--- config.mk ---
export PLATFORM = sky130hd
export DESIGN_NAME = sr_ff_bank
export DESIGN_NICKNAME = d
export VERILOG_FILES = /design/src/rtl/sr_bank_pkg.sv /design/src/rtl/sr_ff_cell.sv /design/src/rtl/sr_ff_bank.sv
export SDC_FILE = /design/constraint.sdc
export NUM_CORES = 1
export LEC_CHECK = 0
export CORE_ASPECT_RATIO = 1.4
export CORE_MARGIN = 5
export CORE_UTILIZATION = 39
export DETAILED_ROUTE_END_ITERATION = 8
export PLACE_DENSITY = 0.86
export SYNTH_ARGS = -nofsm -noshare
export SYNTH_HDL_FRONTEND = slang
export SYNTH_SLANG_ARGS = --single-unit
--- constraint.sdc ---
create_clock -name clk -period 1.2 [get_ports clk]
set_input_delay 0.18 -clock clk [delete_from_list [all_inputs] [get_ports clk]]
set_output_delay 0.18 -clock clk [all_outputs]
set_load 0.005 [all_outputs]
--- src/rtl/sr_bank_pkg.sv ---
// rtl/sr_bank_pkg.sv - shared SR resolution constants and next-state function
package sr_bank_pkg;

  localparam int MODE_RST_DOM = 0;
  localparam int MODE_SET_DOM = 1;
  localparam int MODE_HOLD    = 2;
  localparam int MODE_TOGGLE  = 3;

  // Next state of one SR channel; s=r=1 is resolved by mode so the result is never X.
  function automatic logic next_q(input logic q, input logic s, input logic r, input int mode);
    logic nq;
    nq = q;
    case ({s, r})
      2'b10:   nq = 1'b1;
      2'b01:   nq = 1'b0;
      2'b11: begin
        case (mode)
          MODE_RST_DOM: nq = 1'b0;
          MODE_SET_DOM: nq = 1'b1;
          MODE_HOLD:    nq = q;
          MODE_TOGGLE:  nq = ~q;
          default:      nq = 1'b0;
        endcase
      end
      default: nq = q;
    endcase
    return nq;
  endfunction

endpackage

--- src/rtl/sr_ff_cell.sv ---
// rtl/sr_ff_cell.sv - one registered SR channel with complementary output
module sr_ff_cell
  import sr_bank_pkg::*;
#(
  parameter int MODE = 0
) (
  input  logic clk,
  input  logic rst,
  input  logic en,
  input  logic s,
  input  logic r,
  output logic q,
  output logic q_bar
);

  logic q_nxt;

  // Resolve the request against the current state.
  always_comb begin
    q_nxt = next_q(q, s, r, MODE);
  end

  // q and q_bar share one edge so they are complementary in every cycle, reset included.
  always_ff @(posedge clk or posedge rst) begin
    if (rst) begin
      q     <= 1'b0;
      q_bar <= 1'b1;
    end else if (en) begin
      q     <= q_nxt;
      q_bar <= ~q_nxt;
    end
  end

endmodule

--- src/rtl/sr_ff_bank.sv ---
// rtl/sr_ff_bank.sv - WIDTH-channel SR flip-flop bank with conflict flag and counter (option: SR_BANK_EDGE_EN)
module sr_ff_bank
  import sr_bank_pkg::*;
#(
  parameter int WIDTH = 8,
  parameter int MODE  = 0,
  parameter int CNT_W = 4
) (
  input  logic             clk,
  input  logic             rst,
  input  logic             en,
  input  logic [WIDTH-1:0] s,
  input  logic [WIDTH-1:0] r,
  input  logic             clr_cnt,
  output logic [WIDTH-1:0] q,
  output logic [WIDTH-1:0] q_bar,
  output logic             conflict,
  output logic [CNT_W-1:0] conflict_cnt
);

  logic [WIDTH-1:0] s_eff;
  logic [WIDTH-1:0] r_eff;
  logic             conflict_evt;

`ifdef SR_BANK_EDGE_EN
  logic [WIDTH-1:0] s_d;
  logic [WIDTH-1:0] r_d;

  // Request history is tracked every clock, independent of en, so a held request acts once.
  always_ff @(posedge clk or posedge rst) begin
    if (rst) begin
      s_d <= '0;
      r_d <= '0;
    end else begin
      s_d <= s;
      r_d <= r;
    end
  end

  assign s_eff = s & ~s_d;
  assign r_eff = r & ~r_d;
`else
  assign s_eff = s;
  assign r_eff = r;
`endif

  for (genvar i = 0; i < WIDTH; i++) begin : g_cell
    sr_ff_cell #(
      .MODE (MODE)
    ) u_cell (
      .clk   (clk),
      .rst   (rst),
      .en    (en),
      .s     (s_eff[i]),
      .r     (r_eff[i]),
      .q     (q[i]),
      .q_bar (q_bar[i])
    );
  end

  // One event per cycle no matter how many channels collide.
  assign conflict_evt = en & (|(s_eff & r_eff));

  // Registered conflict pulse, aligned with the q update it describes.
  always_ff @(posedge clk or posedge rst) begin
    if (rst) begin
      conflict <= 1'b0;
    end else begin
      conflict <= conflict_evt;
    end
  end

  // Saturating conflict counter; a clear wins over a same-cycle increment.
  always_ff @(posedge clk or posedge rst) begin
    if (rst) begin
      conflict_cnt <= '0;
    end else if (clr_cnt) begin
      conflict_cnt <= '0;
    end else if (conflict_evt && (conflict_cnt != {CNT_W{1'b1}})) begin
      conflict_cnt <= conflict_cnt + CNT_W'(1);
    end
  end

endmodule
Word-level counts from Yosys, hierarchy flattened. Cells that the tools add are included.

Bits in registers: 21. Bits of input ports: 20. Output and inout port bits: 21.

Add/subtract/negate cells: 1. Equality and inequality tests: 25. Multiplexer cells: 10. Bitwise gates (word level): 10. Reductions and logical operators: 11.

Operators by type and width (number): $eq 2x2->1 const B (16); $eq 2x1->1 const B (8); $pmux 1 s2 (8); $reduce_or 2->1 (8); $and 8x8->8 (1); $mux 4 (2); $not 1->1 (8); $reduce_or 8->1 (1); $add 4x1->4 const B (1); $ne 4x4->1 const B (1); $reduce_bool 2->1 (1); $and 1x1->1 (1); $logic_and 1x1->1 (1).

Depth between registers and ports, before layout. Gate-level depths: netlist of run 1.

Word-level depth: 6. Depth in mapped cells: 5. Gate-level depth less buffers: 4.

By module. From an unflattened synthesis of run 1, not the netlist that was laid out.

Cells, all modules: 92. Area, all modules: 1038.5 sq um.

Modules (own cells, without submodules): sr_ff_cell (instances 8, cells an instance 8, area an instance 87.6 sq um); sr_ff_bank (instances 1, cells an instance 28, area an instance 337.8 sq um).

Worst setup path after synthesis of run 1. OpenSTA, ideal clock, no wires.

Path kind: register to register. Start: reg conflict_cnt[0]. End: reg conflict_cnt[0]. Library setup time: 125 ps. Data arrival time: 1121 ps. Required time: 1075 ps. Path slack: -46 ps. Cell stages (with the launch flop): 5. Path buffers: 0. Clock period less this slack: 1246 ps. Cell sequence: dfrtp_1 > ha_1 > nand3_1 > nand2_1 > mux2_4.

Longest elaborated chain between the ends: 3.

Ends and longest elaborated chain: start: declaration (RTL line sr_ff_bank.sv:18) `output logic [CNT_W-1:0] conflict_cnt`; start signal: assignment (RTL line sr_ff_bank.sv:80) `conflict_cnt <= conflict_cnt + CNT_W'(1);`; $add 4x1->4 / $ne 4x4->1 (equally long branches) (RTL line sr_ff_bank.sv:80, sr_ff_bank.sv:79); $mux 4 / $logic_and 1x1->1 (equally long branches) (RTL line sr_ff_bank.sv:79) `end else if (conflict_evt && (conflict_cnt != {CNT_W{1'b1}})) begin`; $mux 4 / $reduce_bool 2->1 (equally long branches).

Parallel ways exist; a longest one is shown, timed or not. The select of a mux whose other input is x is not followed. A chain may end at the register's enable or synchronous reset.

Final worst setup path of run 1.
Start: reg conflict_cnt[1]. End: reg conflict_cnt[0].

Longest elaborated chain between the ends: 3.

Ends and longest elaborated chain (RTL line): $ne 4x4->1 (sr_ff_bank.sv:79); $logic_and 1x1->1 (sr_ff_bank.sv:79); $reduce_bool 2->1 (no line).

Every way passes these cells.

==> results of run 1 <==
[where the power goes]
part           total (W)  internal (W)  switching (W)
Combinational   0.000488      0.000271       0.000218
Clock           0.000341      0.000130       0.000211
Sequential      0.000831      0.000796      0.0000355
[cell usage after synthesis, types with 2 or more instances]
cell	instances
a21oi_1	26
nor2_1	26
buf_4	16
dfrtp_1	13
dfstp_2	8
a22oi_1	3
clkbuf_1	3
inv_1	2
nand3_1	2
[final cells by class]
type,count,area (um^2),area share [%]
Clock buffer,4,26.3,1.57
Inverter,2,7.51,0.449
Multi-Input combinational cell,69,453,27.1
Sequential cell,21,538,32.2
Tap cell,36,45.0,2.69
Timing Repair Buffer,75,602,36.0
[worst min-delay path by stage]
| stage | from | end | slack (ns) | depth (start not counted) |
|---|---|---|---|---|
| 2_1_floorplan | rst | conflict$_DFF_PP0_ | 0.15 | 1 |
| 3_3_place_gp | g_cell[0].u_cell.q_bar$_DFFE_PP1P_ | g_cell[0].u_cell.q_bar$_DFFE_PP1P_ | 0.48 | 2 |
| 3_5_place_dp | g_cell[6].u_cell.q_bar$_DFFE_PP1P_ | g_cell[6].u_cell.q_bar$_DFFE_PP1P_ | 0.48 | 2 |
| 4_1_cts | rst | conflict_cnt[1]$_DFFE_PP0P_ | 0.21 | 3 |
| 5_1_grt | rst | conflict_cnt[3]$_DFFE_PP0P_ | 0.21 | 3 |
| 6_report | rst | conflict_cnt[1]$_DFFE_PP0P_ | 0.20 | 3 |
[per-stage QoR]
stage,std cells,setup TNS (ns)
6_report,207,-0.0336
5_1_grt,207,-0.0969
4_1_cts,204,-0.0366
3_5_place_dp,183,-3.51
3_3_place_gp,183,-2.55
2_1_floorplan,112,0
[flip-flops by register name, indices dropped and copies added (netlist names)]
name                 count
conflict                 1
conflict_cnt             4
g_cell.u_cell.q          8
g_cell.u_cell.q_bar      8
[cells by family (layout without fill, tap and decap cells)]
group,after synthesis,in the layout,share of synthesized area [%]
AO/OA/AOI/OAI,34,34,20.5
adder cells (fa/ha/maj),1,1,1.17
buffers and inverters,22,81,13.5
flip-flops,21,21,50.1
multiplexers,1,1,1.40
AND/OR/NAND/NOR,33,33,13.5
[critical path, cell delays in order (launching register included)]
cell and delay (ns):
dfrtp_1 0.41, buf_6 0.14, ha_4 0.17, nand3_4 0.06, nand2_2 0.05, mux2_4 0.29
[repair_timing]
action / 4_1_cts / 5_1_grt
buffers inserted: 17 / 3
setup endpoints to repair: 25 / 6
pin swaps: 7 / 7
resized for setup: 73 / 8
[routing by layer]
| metal | global-route usage (%) | part of all wire [%] |
|---|---|---|
| met5 | 0 | 0 |
| met4 | 6.09 | 2.5 |
| met3 | 2.05 | 5.6 |
| met2 | 29.8 | 54 |
| met1 | 18.9 | 38 |
==> results.cfg, run 1 <==
[route]
first_pass_iters = 4
detail_route.drc_violations = 0
routed_wire_length_per_instance_um = 14.9
drt_iter0_markers = 39
vias = 1067
route.final.wire_length_um = 3090
routed_via_density = 5.15
drt.antenna.violating_nets = 0

[timing]
slew-limit-headroom_pct = 79.4
fmax_mhz = 811
fin_skew_ns = 0.00251
grt_setup_unrepaired = true
period_needed_ns = 1.23
finalHoldWorstSlack_ns = 0.198
timing.final.crit_share_pct = 103
hold_viol = 0
worst_setup_slack_final_ns = -0.0336
finalSetupViolCount = 1
tightest_slew_ns = 0.309
timing_max_transition_violations_final = 0

[global_routing]
grt_max_degree = 33
total_gr_overflow = 0
grt_antenna_before_repair = 0
grt_first_pass_wirelength_um = 4740
grt_usage_pct = 16.5
grt_pass1_vias = 1063

[final_layout]
final_layout_size_suffix_gt1_share_pct = 42.7
mostFrequentLayoutCell = buf_4
layout_common_cells = buf_4, dlygate4sd2_1, nor2_1, a21oi_1, dfrtp_1
filler_cell_count = 245
insertedDiodeCount = 0
finalCoreUtilization_pct = 63.3
nNetsFinal = 193
area.growth.synth_to_final_pct = 56.3
final_area_um2 = 1670

[worst_setup_path]
critical_path.reg2reg.endpoint = conflict_cnt[0]$_DFFE_PP0P_
worstPathMaxFanout = 3
r2r-start = conflict_cnt[1]$_DFFE_PP0P_
ff2ff_path_depth = 5
r2r_slack_ns = -0.03
cp-endpoint = conflict_cnt[0]$_DFFE_PP0P_
worstPathArrival_ns = 1.43
crit_path_start = conflict_cnt[1]$_DFFE_PP0P_
start_kind = register
critical_path_class = register to register
cp.required_ns = 1.40
timing.critical_path.to_type = register

[clock_network]
clock_sink_count = 21
clk_root_buffer_cell = clkbuf_4
clk-insertion-delay-late_ns = 0.30
cts_inserted_buffers = 3
cts.hold.buffers_added = 0
cts_tree = yes
h-tree-depth = 1
clock_path_buffers = 2
register_clock_pin_slew_on_the_reported_worst_setup_and_hold_paths_ns = 0.11

[synth]
yosysTopAreaCell = dfrtp_1
syn_avg_cell_area_um2 = 9.55
synth_enable_flop_cells = 0
synthesis.instances = 112
synth_area_um2 = 1070
yosysTopAreaCellShare_pct = 30.4
synth.lib_cells_used.distinct = 22
ys_warns = 0
share_of_synthesized_flip_flops_with_an_asynchronous_set_or_reset_pct = 100
synth_fp_nets = 133
synth.yosys.seq_area_share_pct = 50.1
postSynthRegisterBits = 21
top_cells_by_area_in_the_synthesized_netlist = dfrtp_1, dfstp_2, a21oi_1, buf_4, nor2_1
primary_ff_master_synth = dfrtp_1

[die]
die_w_um = 54.3
core_area_um2 = 2640
io_pins = 41
die_height_um = 72.0
die_area_um2 = 3910
std_cell_rows = 22
starting_density_of_the_core_pct = 40.5

[pwr]
irDropWorstVdd_mv = 0.746
static-leakage-power_nw = 0.793
cellPowerDensity_nw_per_um2 = 993
overall_power_w = 0.00166

[placement]
dp_hpwl_um = 1980
finalWeightedCongestion = 0.813
cell_area_after_placement_um2 = 1500
dp_slack_ns = -0.596
place.port_buffers = 40

[job]
max-cap-violations = 0

[min_path]
hold_path_class = input pin to asynchronous set/reset pin

[run_status]
failed_checks = negative setup slack
run_status = complete, but fails checks
(Power assumes the default switching activity.)
==> inputs of run 2 (changes only) <==
- CORE_ASPECT_RATIO: 1.4 -> not set
==> run 2 against run 1 <==
  * The run still ends with negative setup slack left
  * Cell count decreased by 2.9%
  * Clock skew up 0.0051 ns
  * Sequential share of layout area rose by 0.22 points
  * Hold slack got worse by 0.016 ns
  * Core utilization fell by 1.6 points
  * Flip-flop and latch count stayed put
  * First-iteration DRC count up 28%
  * Clock power down 1%
  * Global-route usage shrank 0.98 points
  * Maximum frequency is 2.5% lower
  * Critical endpoint unchanged
==> results.cfg, run 2 (synthesized netlist as in run 1, its figures left out) <==
[timing]
hold_viol = 0
timing_max_transition_violations_final = 0
period_needed_ns = 1.26
grt_setup_unrepaired = true
worst_setup_slack_final_ns = -0.0647
fin_skew_ns = 0.00763
fmax_mhz = 791
tightest_slew_ns = 0.297
slew-limit-headroom_pct = 80.2
finalSetupViolCount = 3
timing.final.crit_share_pct = 105

[clock_network]
register_clock_pin_slew_on_the_reported_worst_setup_and_hold_paths_ns = 0.12
clk-insertion-delay-late_ns = 0.30
clock_sink_count = 21
h-tree-depth = 1
cts_inserted_buffers = 3
cts_tree = yes
clk_root_buffer_cell = clkbuf_4
clock_path_buffers = 2

[worst_setup_path]
worstPathArrival_ns = 1.47
worstPathMaxFanout = 3
cell_with_the_largest_stage_delay_on_the_worst_path = dfrtp_1
critical_path_class = register to register
cp_cell_sequence = buf_6 -> ha_4 -> nand3_4 -> nand2_2 -> mux2_4
timing.critical_path.to_type = register
start_kind = register
cp.required_ns = 1.40
critical-path-max-stage-delay_ns = 0.43

[pwr]
seq_power_share_pct = 50.7
switching_power_w = 0.000456
p_int_w = 0.00119
overall_power_w = 0.00164
switching_share_pct = 27.8
static-leakage-power_nw = 0.783
irDropWorstVdd_mv = 0.760
combinationalPowerShare_pct = 28.8
cellPowerDensity_nw_per_um2 = 991
power.share.clock_pct = 20.5

[global_routing]
grt_pass1_vias = 1073
grt_first_pass_wirelength_um = 5040
total_gr_overflow = 0
grt_max_degree = 33
grt_antenna_before_repair = 0
grt_usage_pct = 15.5

[route]
first_pass_iters = 4
detail_route.drc_violations = 0
drt_iter0_markers = 50
drt.antenna.violating_nets = 0
routed_wire_length_per_instance_um = 14.5
route.final.wire_length_um = 2920
vias = 1022
routed_via_density = 5.08

[placement]
finalWeightedCongestion = 0.817
place.port_buffers = 40
dp_hpwl_um = 2040
number_of_placed_instances_with_taps_included = 184
cell_area_after_placement_um2 = 1540

[die]
io_pins = 41
die_w_um = 62.4
core_area_um2 = 2690
die_height_um = 62.4
std_cell_rows = 19
die_area_um2 = 3890
starting_density_of_the_core_pct = 39.8

[run_status]
failed_checks = negative setup slack
run_status = complete, but fails checks

[job]
max-cap-violations = 0

[final_layout]
area.growth.synth_to_final_pct = 54.9
insertedDiodeCount = 0
final_area_um2 = 1660
finalCoreUtilization_pct = 61.7
nNetsFinal = 192
stdcell_count = 201
mostFrequentLayoutCell = buf_4
filler_cell_count = 244
layout_common_cells = buf_4, nor2_1, a21oi_1, dlygate4sd2_1, dfrtp_1
layout_top_registers = g_cell.u_cell.q (8), g_cell.u_cell.q_bar (8), conflict_cnt (4)
final_layout_size_suffix_gt1_share_pct = 40.6

[min_path]
hold_path_class = input pin to asynchronous set/reset pin
[run 2: cell count changes in the layout (fill, tap and decap cells not counted), sizes merged]
| cell | previous run | this run |
|---|---|---|
| clkdlybuf4s15 | 2 | 4 |
| clkbuf | 4 | 3 |
| clkinv | 0 | 1 |
| dlygate4sd2 | 26 | 25 |
| clkdlybuf4s50 | 2 | 3 |
| dlymetal6s2s | 1 | 0 |
| buf | 44 | 42 |
[run 2: power by group through the flow]
stage	logic, W	registers [W]	clock network [W]
floorplan	0.000226	0.000848	0
global placement	0.000430	0.000854	0
CTS	0.000463	0.000830	0.000345
global route	0.000522	0.000843	0.000375
finish	0.000473	0.000833	0.000336
detailed placement	0.000442	0.000859	0
[run 2: final cells by class]
type	count	area [um^2]	area share (%)
timing repair buffer	74	599	36.2
clock inverter	1	5.00	0.302
inverter	2	7.51	0.453
sequential	21	537	32.4
tap	31	38.8	2.34
multi-input combinational	69	447	27.0
clock buffer	3	22.5	1.36
[run 2: layer usage]
metal	track usage, %	share of wire (%)
met1	18.4	40
met2	27.5	53
met3	4.86	6.4
met4	2.92	0.69
met5	0	0
[run 2: timing repair]
action | in CTS | in global routing
resized for setup | 72 | 7
setup buffers | 15 | 0
setup endpoints to repair | 25 | 7
pin swaps | 8 | 2
hold buffers | 0 | 0
[run 2: worst paths after layout]
path                                                            to  slack (ns)  cells past startpoint                               start
worst min-delay path                   conflict_cnt[0]$_DFFE_PP0P_        0.18                      3                                 rst
worst max register to register         conflict_cnt[0]$_DFFE_PP0P_       -0.06                      5         conflict_cnt[0]$_DFFE_PP0P_
worst min register to register  g_cell[3].u_cell.q_bar$_DFFE_PP1P_        0.50                      2  g_cell[3].u_cell.q_bar$_DFFE_PP1P_
min in group clk                    g_cell[5].u_cell.q$_DFFE_PP0P_        0.31                      3                                r[5]
worst max-delay path                   conflict_cnt[0]$_DFFE_PP0P_       -0.06                      5         conflict_cnt[0]$_DFFE_PP0P_
max in group asynchronous       g_cell[4].u_cell.q_bar$_DFFE_PP1P_        0.74                      3                                 rst
[run 2: per-stage QoR]
step	hold WS (ns)	setup slack (ns)	setup TNS, ns
final	0.182	-0.0647	-0.127
after floorplan	0.151	0.00296	0
after detailed placement	0.481	-0.554	-3.60
after global routing	0.217	-0.0801	-0.313
after global placement	0.478	-0.493	-3.13
after CTS	0.189	-0.0422	-0.0817
[run 2: critical path, delay by kind of cell (launching register included)]
kind | cells | cell delay [ns]
adder cells (fa/ha/maj) | 1 | 0.17
AND/OR/NAND/NOR | 2 | 0.13
multiplexers | 1 | 0.30
buffers and inverters | 1 | 0.14
flip-flops | 1 | 0.43
